### src/rtl/fb_pkg.sv
// Shared constants, FSM state type and framebuffer word-address helper for the
// framebuffer memory arbiter.
package fb_pkg;

    localparam int FB_WORDS       = 9600;
    localparam int LINE_WORDS     = 40;
    localparam int LINES          = 240;
    localparam int CPU_SLOT_EVERY = 8;

    typedef enum logic {
        IDLE  = 1'b0,
        FETCH = 1'b1
    } state_t;

    // line*40 is built from two shifts so no multiplier is inferred.
    function automatic logic [14:0] fb_word_addr(input logic       buf_sel,
                                                 input logic [7:0] line,
                                                 input logic [5:0] idx);
        logic [14:0] base;
        logic [14:0] l;
        base = buf_sel ? 15'(FB_WORDS) : 15'd0;
        l    = {7'd0, line};
        return base + (l << 5) + (l << 3) + {9'd0, idx};
    endfunction

endpackage

### src/rtl/fb_addr_gen.sv
// Combinational address mapper: video (buffer, line, idx) and CPU (buffer, offset)
// to 15-bit BRAM word addresses, with a range check on the CPU offset.
module fb_addr_gen
    import fb_pkg::*;
(
    input  logic        vid_buf,
    input  logic [7:0]  vid_line,
    input  logic [5:0]  vid_idx,
    input  logic        cpu_buf,
    input  logic [13:0] cpu_offset,
    output logic [14:0] vid_word,
    output logic [14:0] cpu_word,
    output logic        cpu_hit
);

    assign vid_word = fb_word_addr(vid_buf, vid_line, vid_idx);
    assign cpu_hit  = cpu_offset < 14'(FB_WORDS);
    assign cpu_word = (cpu_buf ? 15'(FB_WORDS) : 15'd0) + {1'b0, cpu_offset};

endmodule

### src/rtl/fb_mem_arbiter.sv
// Single-port framebuffer scheduler: video line prefetch has priority, the CPU
// gets a guaranteed slot every CPU_SLOT_EVERY video cycles; front/back swap at frame start.
module fb_mem_arbiter
    import fb_pkg::*;
(
    input  logic        clk,
    input  logic        reset,
    output logic [14:0] mem_addr,
    input  logic [31:0] mem_rdata,
    output logic [31:0] mem_wdata,
    output logic [3:0]  mem_wstrb,
    input  logic        cpu_valid,
    input  logic [13:0] cpu_addr,
    input  logic [31:0] cpu_wdata,
    input  logic [3:0]  cpu_wstrb,
    output logic        cpu_ready,
    output logic [31:0] cpu_rdata,
    input  logic        vid_frame_start,
    input  logic        vid_line_start,
    input  logic [7:0]  vid_line,
    output logic        vid_valid,
    output logic [5:0]  vid_idx,
    output logic [31:0] vid_data,
    output logic        vid_restart,
    input  logic        swap_req,
    output logic        swap_pending,
    output logic        front_sel,
    output state_t      dbg_state
);

    state_t      state_q, state_n;
    logic [7:0]  line_q, line_n;
    logic [5:0]  idx_q, idx_n;
    logic        fbuf_q, fbuf_n;
    logic [3:0]  slot_q, slot_n;
    logic        restart_n;
    logic        cpu_free, cpu_mem, cpu_skip, vid_issue, swap_hit;
    logic [14:0] vid_word, cpu_word;
    logic        cpu_hit;

    fb_addr_gen u_addr_gen (
        .vid_buf    (fbuf_q),
        .vid_line   (line_q),
        .vid_idx    (idx_q),
        .cpu_buf    (~front_sel),
        .cpu_offset (cpu_addr),
        .vid_word   (vid_word),
        .cpu_word   (cpu_word),
        .cpu_hit    (cpu_hit)
    );

    // CPU handshake: a request is taken in a cycle where cpu_valid is high and
    // cpu_ready is low; cpu_ready pulses the following cycle and the requester
    // must drop or replace the request then. Out-of-range requests are acked
    // without touching the memory port, so video keeps its cycle.
    always_comb begin
        cpu_free  = cpu_valid && !cpu_ready && !reset;
        cpu_mem   = cpu_free && cpu_hit &&
                    (state_q == IDLE || slot_q == 4'(CPU_SLOT_EVERY));
        cpu_skip  = cpu_free && !cpu_hit;
        vid_issue = (state_q == FETCH) && !cpu_mem && !reset;
        swap_hit  = vid_frame_start && (swap_pending || swap_req);

        mem_addr  = 15'd0;
        mem_wdata = 32'd0;
        mem_wstrb = 4'd0;
        if (cpu_mem) begin
            mem_addr  = cpu_word;
            mem_wdata = cpu_wdata;
            mem_wstrb = cpu_wstrb;
        end else if (vid_issue) begin
            mem_addr  = vid_word;
        end
    end

    always_comb begin
        state_n   = state_q;
        line_n    = line_q;
        idx_n     = idx_q;
        fbuf_n    = fbuf_q;
        slot_n    = slot_q;
        restart_n = 1'b0;
        if (vid_issue) begin
            if (slot_q != 4'(CPU_SLOT_EVERY)) slot_n = slot_q + 4'd1;
            if (idx_q == 6'(LINE_WORDS - 1)) begin
                state_n = IDLE;
                idx_n   = 6'd0;
            end else begin
                idx_n   = idx_q + 6'd1;
            end
        end
        if (cpu_mem) slot_n = 4'd0;
        // The buffer is latched here so a swap mid-line cannot tear the line.
        if (vid_line_start && vid_line < 8'(LINES)) begin
            state_n   = FETCH;
            line_n    = vid_line;
            idx_n     = 6'd0;
            fbuf_n    = front_sel;
            restart_n = (state_q == FETCH);
        end
        if (state_n == IDLE) slot_n = 4'd0;
    end

    always_ff @(posedge clk) begin
        if (reset) begin
            state_q      <= IDLE;
            line_q       <= 8'd0;
            idx_q        <= 6'd0;
            fbuf_q       <= 1'b0;
            slot_q       <= 4'd0;
            vid_valid    <= 1'b0;
            vid_idx      <= 6'd0;
            vid_data     <= 32'd0;
            vid_restart  <= 1'b0;
            cpu_ready    <= 1'b0;
            cpu_rdata    <= 32'd0;
            swap_pending <= 1'b0;
            front_sel    <= 1'b0;
        end else begin
            state_q      <= state_n;
            line_q       <= line_n;
            idx_q        <= idx_n;
            fbuf_q       <= fbuf_n;
            slot_q       <= slot_n;
            vid_restart  <= restart_n;
            vid_valid    <= vid_issue;
            vid_idx      <= vid_issue ? idx_q : 6'd0;
            vid_data     <= vid_issue ? mem_rdata : 32'd0;
            cpu_ready    <= cpu_mem || cpu_skip;
            cpu_rdata    <= (cpu_mem && cpu_wstrb == 4'd0) ? mem_rdata : 32'd0;
            if (swap_hit) begin
                front_sel    <= ~front_sel;
                swap_pending <= 1'b0;
            end else if (swap_req) begin
                swap_pending <= 1'b1;
            end
        end
    end

    assign dbg_state = state_q;

endmodule

### config.mk
export PLATFORM = sky130hd
export DESIGN_NAME = fb_mem_arbiter
export DESIGN_NICKNAME = d
export VERILOG_FILES = /design/src/rtl/fb_pkg.sv /design/src/rtl/fb_addr_gen.sv /design/src/rtl/fb_mem_arbiter.sv
export SDC_FILE = /design/constraint.sdc
export NUM_CORES = 1
export LEC_CHECK = 0
export CORE_MARGIN = 2
export CORE_UTILIZATION = 34
export CTS_CLUSTER_DIAMETER = 150
export DETAILED_ROUTE_END_ITERATION = 12
export PLACE_DENSITY = 0.71
export SKIP_CTS_REPAIR_TIMING = 1
export SLEW_MARGIN = 20
export SYNTH_ARGS = -nofsm -noshare
export SYNTH_HDL_FRONTEND = slang
export SYNTH_SLANG_ARGS = --single-unit
### constraint.sdc
create_clock -name clk -period 3.6 [get_ports clk]
set_input_delay 1.08 -clock clk [delete_from_list [all_inputs] [get_ports clk]]
set_output_delay 1.08 -clock clk [all_outputs]
set_load 0.02 [all_outputs]
Word level (Yosys, flattened, before mapping)

Cells that the tools add are included.

Register bits after elaboration: 95
Bits of input ports: 96
Output and inout bits: 127
Logic and storage cells: 65

Add/subtract/negate cells: 6
Magnitude comparators: 2
Equality and inequality tests: 3
Muxes and demuxes: 10
Bitwise gates (word level): 6
Reduce and logical (&&, ||, !) cells: 25

Operators with widths:

| cell                                                           | count |
|---|---|
| 32-bit 2-to-1 mux                                              | 1 |
| 15-bit 2-to-1 mux                                              | 2 |
| 14-bit 2-to-1 mux                                              | 2 |
| 14-bit by 14-bit adder with 15-bit output                      | 1 |
| 15-bit by 11-bit adder with 15-bit output                      | 1 |
| 15-bit by 13-bit adder with 15-bit output                      | 1 |
| 15-bit by 6-bit adder with 15-bit output                       | 1 |
| 14-bit < comparator (second input constant)                    | 1 |
| 1-bit logical AND                                              | 10 |
| 2-bit OR reduction                                             | 5 |
| 8-bit < comparator (second input constant)                     | 1 |
| 6-bit by 1-bit adder with 6-bit output (second input constant) | 1 |
| 6-bit equality test (second input constant)                    | 1 |
| 6-bit 2-to-1 mux                                               | 1 |
| 1-bit inverter                                                 | 6 |
| 4-bit by 1-bit adder with 4-bit output (second input constant) | 1 |
| 4-bit equality test (second input constant)                    | 1 |
| 1-bit zero test                                                | 4 |
| 4-bit zero test                                                | 1 |
| 4-bit 2-to-1 mux                                               | 1 |
| 4-bit != test (second input constant)                          | 1 |
| 1-bit logical OR                                               | 3 |
| 1-bit 2-to-1 mux                                               | 3 |
| 3-bit OR reduction                                             | 1 |
| 2-bit AND reduction                                            | 1 |

Logic depth before layout (Yosys ltp)

Depth after elaboration: 12
Mapped depth: 11
Mapped depth without buffers: 9

Modules after synthesis

A second synthesis with hierarchy kept.

Cell total of the unflattened synthesis: 437
Area, all modules: 4,202.8 um2

By module, submodules not included:

| module         | times used | cells each | area each (um2) | seq. area each (um2) |
|---|---|---|---|---|
| fb_mem_arbiter | 1          | 332        | 3,373.2         | 1,901.8 |
| fb_addr_gen    | 1          | 105        | 829.5           | 0.0 |

Worst setup path before layout

No wires, ideal clock.

Kind: flip-flop to output port
Start: reg line_q[0]
End: out mem_addr[13]
Arrival time: 2.585 ns
Data required time: 2.520 ns
Slack: -0.065 ns
Cell stages (with the launch flop): 9
Path buffers: 0
Cell sequence: dfxtp_1 -> inv_1 -> fa_1 -> inv_1 -> ha_1 -> a211oi_1 -> o21ai_0 -> a32o_1 -> o31ai_1

Cells in the longest elaborated chain, start to end: 5

Ends and longest elaborated chain:

| item                                          | RTL line              | source |
|---|---|---|
| from (decl)                                   | fb_mem_arbiter.sv:32  | `logic [7:0] line_q, line_n;` |
| from (signal assigned)                        | fb_mem_arbiter.sv:121 | `line_q <= line_n;` |
| 15-bit by 13-bit adder with 15-bit output     | fb_pkg.sv:23          | `return base + (l << 5) + (l << 3) + {9'd0, idx};` |
| 15-bit by 11-bit adder with 15-bit output (*) | fb_pkg.sv:23          |  |
| 15-bit by 6-bit adder with 15-bit output (*)  | fb_pkg.sv:23          |  |
| 15-bit 2-to-1 mux (*)                         | fb_mem_arbiter.sv:71  | `end else if (vid_issue) begin` |
| 15-bit 2-to-1 mux (*)                         | fb_mem_arbiter.sv:67  | `if (cpu_mem) begin` |
| to (decl)                                     | fb_mem_arbiter.sv:8   | `output logic [14:0] mem_addr,` |

Mark *: on every way between the ends. The rest lies on a longest branch, timed or not.

Final worst setup path

Start: reg line_q[2]
End: out mem_addr[13]

The elaborated chain is that of the path after synthesis.

==> metrics.csv <==
stage,metric,value,unit
outcome,outcome,"finished, violations left",
outcome,violations,setup timing,
placement,place_area,0.00675,mm^2
min_path,hp-class,flop to flop,
synth,yosys.area.top_type,dfxtp_1,
critical_path,path_cells,inv_2 -> fa_1 -> inv_2 -> ha_4 -> a211oi_4 -> o21ai_2 -> a32o_2 -> a32oi_2 -> o31ai_2 -> buf_4,
cts,cts_htree_levels,3,
final_layout,utilization,63.5,%
synth,syn_area,0.00407,mm^2
synth,synthTopCellsByArea,"dfxtp_1, and2_1, and3_1, ha_1, fa_1",
cts,clk_pin_slew,70,ps
critical_path,slowest_delay,570,ps
final_layout,synthToLayoutAreaGrowth,80.4,%
job,drv_cap,0,
synth,synthFlopType,dfxtp_1,
critical_path,crit_top_cell,inv_2,
routing,drc,0,
routing,wl_per_cell,15.3,um
routing,drt_pass1_iterations,6,
global_route,grt.total_usage,18.9,%
placement,place_ws,-914,ps
critical_path,critPathCapture,mem_addr[13],
routing,routed_wl,12700,um
pwr,p_leak,3.79,nW
final_layout,layout-drive-gt1-share,18.0,%
global_route,first_global_vias,3849,
floorplan,dieArea,0.0129,mm^2
floorplan,rows,39,
placement,hpwl,9670,um
routing,via_per_inst,4.73,
synth,synthCells,424,
synth,ys.warnings.count,0,
cts,cts_buffer_depth,2,
synth,syn_avg_cell_area,9.60,um^2
final_layout,fin_area,0.00734,mm^2
critical_path,cp_num_buf_inv,3,
routing,vias,3936,
sta,setup_ws,-223,ps
critical_path,end_kind,output pin,
sta,finalSetupTns,-1110,ps
synth,synthDistinctLibCells,45,
sta,period_share,106,%
critical_path,r2r-end,dbg_state,
synth,ys_seq_area_share,46.7,%
critical_path,crit_family,compound AO/OA/AOI/OAI gates,
final_layout,instances_no_fill,832,
cts,cts_made_buffers,9,
sta,rsz0062_at_grt,true,
pwr,peakVddDrop,0.000191,V
critical_path,worstPathRequired,2520,ps
floorplan,pin_count,223,
routing,drt-initial-drc-count,134,
synth,ys_ff_latch,95,
floorplan,coreArea,0.0116,mm^2
critical_path,r2r_slack,1400,ps
critical_path,cp-startpoint,line_q[2],
floorplan,initial_core_util,35.2,%
final_layout,fillers,987,
critical_path,cp_slowest_cell,fa_1,
pwr,p_per_area,349,mW/mm^2
placement,post-place-cells,811,
critical_path,r2r-start,slot_q[0],
floorplan,die_h,113,um
sta,maxSlewViolCount,0,
cts,cts_tree,yes,
critical_path,crit_cells,10,
pwr,power,2.56,mW
sta,whs,505,ps
critical_path,arrival,2740,ps
synth,synth_fp_nets,545,
sta,max-slew-margin-rel,55.5,%
global_route,grt_overflow,0,
synth,synth_edf_count,0,
critical_path,critPathLaunchType,flop,
critical_path,r2r_cells,11,
critical_path,crit_fanout,3,
sta,max_freq,262,MHz
final_layout,diodes,0,
placement,port_buffers,222,
routing,drtAntennaViolNets,0,
sta,worst_pin_slew,651,ps
synth,netlist.area_leader.share,46.7,%
synth,async_reset_ff_share,0,%
sta,hold_violations,0,
min_path,min_path_cells,2,
floorplan,fp.dieW,113,um
cts,cts.sinks,95,
sta,post-route-min-period,3820,ps
cts,cts-root-buf,clkbuf_16,
global_route,grt_first_pass_wirelength,19300,um
final_layout,final_nets,805,
cts,clkLatencyLatePin,340,ps
global_route,antenna_found_initial,0,
placement,gp_congestion,0.841,
critical_path,critPathKind,flop to output pin,
sta,clock_skew,4.81,ps
global_route,grt_max_degree,40,
sta,finalSetupViolCount,10,
cell type report:
| class | count | area [um^2] | area share [%] |
|---|---|---|---|
| clock buffer | 11 | 253 | 3.44 |
| clock inverter | 5 | 62.6 | 0.852 |
| inverter | 21 | 83.8 | 1.14 |
| multi-input combinational | 284 | 2150 | 29.3 |
| sequential | 95 | 1910 | 26.0 |
| tap | 143 | 179 | 2.44 |
| timing repair buffer | 273 | 2700 | 36.8 |
worst min-delay path by stage:
stage / start / endpoint / slack, ps
2_1_floorplan: line_q[2] / line_q[2] / 460
3_3_place_gp: line_q[2] / line_q[2] / 480
3_5_place_dp: line_q[2] / line_q[2] / 500
4_1_cts: line_q[2] / line_q[2] / 510
5_1_grt: line_q[2] / line_q[2] / 530
6_report: line_q[2] / line_q[2] / 510
cell usage in the layout (no fill, tap or decap), drive strengths merged, types with 10 or more instances in the layout:
master and instances:
a21oi 11, and2 70, and3 39, buf 65, clkbuf 16, clkdlybuf4s50 162
dfxtp 95, dlymetal6s2s 41, ha 19, inv 23, mux2i 10, nand2 21
nor2 21, o21ai 16
tightest hold or removal path: stages, from the launching register on:
cell and delay (ps):
dfxtp_2 330, mux2i_1 60, nor2_1 70
cell families after synthesis:
family | share of synthesized area, %
xor+xnor | 3.01
flops | 46.7
mux | 2.46
simple gates | 24.8
fa+ha+maj | 8.79
compound gates | 9.68
buf+inv | 4.49
layer usage:
| layer | vias to the layer above | global-route usage (%) | part of all wire (%) |
|---|---|---|---|
| met5 | - | 0 | 0 |
| met3 | 23 | 4.20 | 5.6 |
| met1 | 1813 | 23.4 | 43 |
| met4 | 0 | 6.75 | 2.3 |
| li1 | 1955 | - | - |
| met2 | 145 | 32.5 | 49 |
synth_stat cells (all sizes together), types with 2 or more instances:
library cell / count
xnor2: 9
xor2: 5
nand2b: 5
fa: 6
nor4: 4
inv: 21
and2: 70
dfxtp: 95
nand4: 3
nor2: 21
buf: 6
clkbuf: 18
and3: 39
nor2b: 3
nor3: 4
o31ai: 5
a21o: 7
a21oi: 11
o2111ai: 2
nand3b: 2
o21ai: 16
a31oi: 4
a32o: 2
mux2i: 10
nand2: 21
ha: 19
a211oi: 4
sequential cells by signal, indices dropped and copies added (netlist names):
signal,cells
cpu_rdata,32
dbg_state,1
idx_q,6
cpu_ready,1
slot_q,4
vid_valid,1
vid_restart,1
vid_data,32
vid_idx,6
swap_pending,1
line_q,8
front_sel,1
fbuf_q,1
power by group:
part / switching, mW / internal [mW] / total, mW
Sequential: 0.0121 / 1.07 / 1.09
Clock: 0.404 / 0.581 / 0.985
Combinational: 0.219 / 0.271 / 0.489
Total: 0.635 / 1.93 / 2.56
Note: power is estimated with default switching activity, not from simulation.
